===== src/rtl/sample_pkg.sv =====
// Shared definitions for the sample datapath: default widths, dot-product FSM
// states and the signed saturation helper.
package sample_pkg;

  localparam int DATA_W_DEF  = 13;
  localparam int N_TERMS_DEF = 16;
  localparam int ACC_W_DEF   = 18;
  localparam int OUT_W_DEF   = 13;
  // Working width of the saturation helper; accumulators must not exceed it.
  localparam int SAT_W       = 32;

  typedef enum logic [1:0] {
    IDLE = 2'd0,
    ACC  = 2'd1,
    OUT  = 2'd2
  } state_e;

  // Clamp a sign-extended value to the signed range of an out_w-bit result.
  function automatic logic signed [SAT_W-1:0] saturate(
    input logic signed [SAT_W-1:0] a,
    input int unsigned             out_w
  );
    logic signed [SAT_W-1:0] hi;
    logic signed [SAT_W-1:0] lo;
    hi = (32'sd1 <<< (out_w - 32'd1)) - 32'sd1;
    lo = ~hi;
    if (a > hi) begin
      saturate = hi;
    end else if (a < lo) begin
      saturate = lo;
    end else begin
      saturate = a;
    end
  endfunction

endpackage


===== src/rtl/sample_sat_relu.sv =====
// Combinational clamp of the accumulator to the output width. With
// SAMPLE_DOT_ACC_RELU_EN defined, negative clamped results are forced to zero.
module sample_sat_relu
  import sample_pkg::*;
#(
  parameter int ACC_W = ACC_W_DEF,
  parameter int OUT_W = OUT_W_DEF
) (
  input  logic [ACC_W-1:0] acc_i,
  output logic [OUT_W-1:0] sat_o
);

  logic signed [SAT_W-1:0] wide_s;
  logic        [OUT_W-1:0] sat_s;

  assign wide_s = {{(SAT_W-ACC_W){acc_i[ACC_W-1]}}, acc_i};
  assign sat_s  = OUT_W'(saturate(wide_s, OUT_W));

  // Optional rectification after the clamp.
  always_comb begin
    sat_o = sat_s;
`ifdef SAMPLE_DOT_ACC_RELU_EN
    if (sat_s[OUT_W-1]) begin
      sat_o = {OUT_W{1'b0}};
    end else begin
      sat_o = sat_s;
    end
`endif
  end

endmodule


===== src/rtl/sample_dot_acc.sv =====
// Fixed-length dot-product accumulator with bias preload, saturated output and
// valid/ready handshake. Optional ReLU via SAMPLE_DOT_ACC_RELU_EN.
module sample_dot_acc
  import sample_pkg::*;
#(
  parameter int DATA_W  = DATA_W_DEF,
  parameter int N_TERMS = N_TERMS_DEF,
  parameter int ACC_W   = ACC_W_DEF,
  parameter int OUT_W   = OUT_W_DEF
) (
  input  logic              clk,
  input  logic              reset,
  input  logic              ce,
  input  logic [DATA_W-1:0] prod,
  input  logic              prod_valid,
  input  logic              prod_last,
  input  logic [DATA_W-1:0] bias,
  output logic              in_ready,
  output logic [OUT_W-1:0]  out_data,
  output logic              out_valid,
  input  logic              out_ready,
  output logic              busy,
  output logic              err_len
);

  localparam int CNT_W = $clog2(N_TERMS + 1);

  state_e                   state_q, state_d;
  logic signed [ACC_W-1:0]  acc_q, acc_d;
  logic        [CNT_W-1:0]  cnt_q, cnt_d;
  logic        [OUT_W-1:0]  out_data_q, out_data_d;
  logic                     out_valid_q, out_valid_d;
  logic                     err_q, err_d;

  logic                     accept_s;
  logic                     handshake_s;
  logic                     full_s;
  logic                     close_s;
  logic                     len_bad_s;
  logic signed [ACC_W-1:0]  prod_ext_s;
  logic signed [ACC_W-1:0]  bias_ext_s;
  logic signed [ACC_W-1:0]  base_s;
  logic signed [ACC_W-1:0]  sum_s;
  logic        [OUT_W-1:0]  sat_s;

  assign in_ready    = (state_q != OUT);
  assign busy        = (state_q != IDLE);
  assign out_data    = out_data_q;
  assign out_valid   = out_valid_q;
  assign err_len     = err_q;

  assign accept_s    = ce & prod_valid & in_ready;
  assign handshake_s = ce & out_valid_q & out_ready;

  // This product completes the nominal term count; a mismatch with
  // prod_last in either direction is a length error.
  assign full_s      = (cnt_q == CNT_W'(N_TERMS - 1));
  assign close_s     = prod_last | full_s;
  assign len_bad_s   = prod_last ^ full_s;

  assign prod_ext_s  = {{(ACC_W-DATA_W){prod[DATA_W-1]}}, prod};
  assign bias_ext_s  = {{(ACC_W-DATA_W){bias[DATA_W-1]}}, bias};
  assign base_s      = (state_q == IDLE) ? bias_ext_s : acc_q;
  assign sum_s       = base_s + prod_ext_s;

  sample_sat_relu #(
    .ACC_W (ACC_W),
    .OUT_W (OUT_W)
  ) u_sat (
    .acc_i (sum_s),
    .sat_o (sat_s)
  );

  // Next-state and datapath update for the accumulate/present cycle.
  always_comb begin
    state_d     = state_q;
    acc_d       = acc_q;
    cnt_d       = cnt_q;
    out_data_d  = out_data_q;
    out_valid_d = out_valid_q;
    err_d       = err_q;
    case (state_q)
      IDLE, ACC: begin
        if (accept_s) begin
          acc_d = sum_s;
          cnt_d = cnt_q + CNT_W'(1);
          if (close_s) begin
            state_d     = OUT;
            out_valid_d = 1'b1;
            out_data_d  = sat_s;
            err_d       = err_q | len_bad_s;
          end else begin
            state_d = ACC;
          end
        end else begin
          state_d = state_q;
        end
      end
      OUT: begin
        if (handshake_s) begin
          out_valid_d = 1'b0;
          cnt_d       = {CNT_W{1'b0}};
          state_d     = IDLE;
        end else begin
          state_d = state_q;
        end
      end
      default: begin
        state_d     = IDLE;
        out_valid_d = 1'b0;
        cnt_d       = {CNT_W{1'b0}};
      end
    endcase
  end

  // State registers; reset wins over ce, ce low freezes everything.
  always_ff @(posedge clk) begin
    if (reset) begin
      state_q     <= IDLE;
      acc_q       <= {ACC_W{1'b0}};
      cnt_q       <= {CNT_W{1'b0}};
      out_data_q  <= {OUT_W{1'b0}};
      out_valid_q <= 1'b0;
      err_q       <= 1'b0;
    end else if (ce) begin
      state_q     <= state_d;
      acc_q       <= acc_d;
      cnt_q       <= cnt_d;
      out_data_q  <= out_data_d;
      out_valid_q <= out_valid_d;
      err_q       <= err_d;
    end
  end

endmodule

===== config.mk =====
export PLATFORM = sky130hd
export DESIGN_NAME = sample_dot_acc
export DESIGN_NICKNAME = d
export VERILOG_FILES = /design/src/rtl/sample_pkg.sv /design/src/rtl/sample_sat_relu.sv /design/src/rtl/sample_dot_acc.sv
export SDC_FILE = /design/constraint.sdc
export NUM_CORES = 1
export LEC_CHECK = 0
export CAP_MARGIN = 40
export CORE_MARGIN = 4
export CORE_UTILIZATION = 55
export DETAILED_ROUTE_END_ITERATION = 6
export PLACE_DENSITY = 0.94
export SLEW_MARGIN = 0
export SYNTH_ARGS = -nofsm -noshare
export SYNTH_HDL_FRONTEND = slang
export SYNTH_HIERARCHICAL = 1
export SYNTH_SLANG_ARGS = --single-unit
export TNS_END_PERCENT = 100

===== constraint.sdc =====
create_clock -name clk -period 10.3 [get_ports clk]
set_input_delay 2.06 -clock clk [delete_from_list [all_inputs] [get_ports clk]]
set_output_delay 2.06 -clock clk [all_outputs]
set_load 0.1 [all_outputs]

==> flow_metrics.tcl <==
set metrics [dict create \
    totalWireLength_mm 6.77 \
    numPortBuffers 48 \
    clockBufferDepth 2 \
    syn_avg_cell_area_um2 7.51 \
    root_buffer "clkbuf_8" \
    gp_congestion 0.928 \
    yosys_register_bits 40 \
    final_max_slew_viol_count 0 \
    p_sw_uw 202 \
    fin_nets 464 \
    firstDrtPassIters 4 \
    synth_edf_count 0 \
    post_cts_buffers 0 \
    netlist_top_cells_count "nand2_1 (88), a21oi_1 (43), dfxtp_1 (40), nor2_1 (31), ha_1 (20)" \
    clkTransAtPathRegs_ps 90 \
    max_freq_mhz 195 \
    io_pins 49 \
    period_share 0.498 \
    pwr-share-comb 0.451 \
    initial_core_util 0.566 \
    slowest_stage "fa_1" \
    skew_ps 12.0 \
    synth_cell_types 49 \
    synth_seq_area_share 0.301 \
    die_area_um2 6010 \
    drc_errors 0 \
    cp_max_fo 12 \
    netlist_top_cells_area "dfxtp_1 (30%), nand2_1 (12%), ha_1 (9.4%)" \
    rsz0062_at_grt "false" \
    wl_per_cell_um 14.5 \
    final_antenna_net_count 0 \
    grt_overflow 0 \
    grt_max_degree 43 \
    p_int_uw 308 \
    grt_pass1_wl_mm 11.4 \
    status "complete, no violations" \
    cts_resized 0 \
    ir_drop_mv 0.103 \
    syn_inst 354 \
    final_layout_size_suffix_gt1_frac 0.0947 \
    n_antenna_cell 0 \
    powerDensity_nw_per_um2 146 \
    post-route-cell-area_um2 3480 \
    crit_path_start_kind "input port" \
    clock-sinks 40 \
    die_height_um 77.5 \
    syn_area_um2 2660 \
    finalHoldViolations 0 \
    viasPerCell 5.68 \
    clockPowerShare 0.211 \
    worst_pin_slew_ps 892 \
    synthMostInstantiatedCell "nand2_1" \
    cts_tree "built" \
    num_vias 2648 \
    antenna_found_initial 0 \
    grt_pass1_vias 2462 \
    worst_setup_path_end_kind "register" \
    place_area_um2 3390 \
    ys_async_sr_fraction 0 \
    core_um2 4690 \
    min_path_type "register to register" \
    synth_warnings 6 \
    switching_share 0.396 \
    track_usage 0.232 \
    seq_power_share 0.339 \
    drt-initial-drc-count 212 \
    critPathMaxStageDelay_ps 420 \
    synth_ff_type "dfxtp_1" \
    area_delta_synth_final_pct 31.1 \
    required_ps 10530 \
    final.fill_count 347 \
    worstPathArrival_ps 5350 \
    num_rows 25 \
    hold_buffers 0 \
    min_period_ps 5130 \
    dp_hpwl_mm 5.03 \
    htree_levels 2 \
    critical_path_class "input port to register" \
    synth_nets 407 \
    max_cap_violations 0 \
    cts_buffers 5 \
    path_cells "clkdlybuf4s50_1 > nand2_1 > nand2_1 > ha_1 > fa_1 > a21o_1 > nand3_1 > a31o_2 > o21ai_2 > a41oi_1 > xnor2_1 > nand3_1 > o21ai_2 > o21a_1 > nand2_1 > a21oi_1" \
    whs_ps 459 \
    clk_latency_ps 300 \
    power_leakage_nw 1.46 \
    cpMostUsedCell "nand2_1" \
    tns_ps 0 \
    synth_top_cell_by_area "dfxtp_1" \
    chipWidth_um 77.5 \
    synth_top_area_frac 0.301 \
    setup_viol_count_final 0 \
    slew_headroom 0.403 \
]
==> cells by family after synthesis <==
group	count (synthesis)	share of synthesized area
XOR/XNOR	16	0.0527
flip-flops	40	0.301
AO/OA/AOI/OAI	99	0.250
AND/OR/NAND/NOR	154	0.252
buffers and inverters	24	0.0424
adder cells (fa/ha/maj)	21	0.102
==> metrics by stage <==
stage	std cells	util	setup slack [ps]	power (mW)
finish	466	0.742	5170	0.510
global route	466	0.742	4960	0.539
CTS	466	0.742	5220	0.508
detailed placement	458	0.723	4970	0.401
global placement	441	0.669	5010	0.383
floorplan	354	-	5630	0.344
==> critical path: cells and delay by family <==
| family | cells | cell delay, ps |
|---|---|---|
| AOI/OAI and AO/OA | 7 | 1600 |
| xor gates and xnor gates | 1 | 240 |
| buffers and inverters | 1 | 410 |
| and+or+nand+nor | 5 | 420 |
| adders and majority gates | 2 | 620 |
==> power by group through the flow <==
stage / clock (mW) / combinational (mW) / sequential (mW)
after floorplan: 0 / 0.143 / 0.201
after global placement: 0 / 0.208 / 0.176
after detailed placement: 0 / 0.225 / 0.176
after CTS: 0.108 / 0.227 / 0.172
after global routing: 0.117 / 0.248 / 0.174
final: 0.107 / 0.230 / 0.173
==> layout by cell type (no fill, tap or decap), drive strengths merged, types with 3 or more instances in the layout <==
cell and n:
nand3 6, nand2 88, xnor2 12, nor2 31, xor2 4, inv 6, clkdlybuf4s50 48, ha 20
dfxtp 40, a211oi 3, nor3 7, nor3b 3, o21ai 4, a21oi 44, a21o 14, o21a 15
clkbuf 5, buf 20
==> final timing paths <==
| kind | to | slack [ps] | startpoint | cells past startpoint |
|---|---|---|---|---|
| worst max-delay path | out_data[8] | 5170 | bias[0] | 16 |
| worst min-delay path | acc_q[5] | 460 | acc_q[5] | 2 |
| worst max register to register | out_data[8] | 5860 | state_q[1] | 18 |
| worst min register to register | acc_q[5] | 460 | acc_q[5] | 2 |
==> area by class of cell <==
cell class / count / area (um2) / share of cell area
Timing Repair Buffer: 68 / 758 / 0.218
Inverter: 6 / 22.5 / 0.00647
Multi-Input combinational cell: 290 / 1740 / 0.501
Tap cell: 54 / 67.6 / 0.0194
Clock inverter: 3 / 21.3 / 0.00611
Clock buffer: 5 / 68.8 / 0.0198
Sequential cell: 40 / 801 / 0.230
==> metal layers <==
layer / wire length, um / part of all wire / vias up / GRT usage
met3: 412 / 0.061 / 12 / 0.0557
met1: 3050 / 0.45 / 1224 / 0.302
met4: 99 / 0.015 / 0 / 0.0658
met2: 3210 / 0.47 / 70 / 0.382
li1: - / - / 1342 / -
met5: 0 / 0 / - / 0
==> flip-flops by register name (all words and copies together) (netlist names) <==
register / count
acc_q: 18
cnt_q: 5
err_len: 1
out_data: 13
out_valid: 1
state_q: 2
No activity file was read; power rests on OpenSTA's default activity.
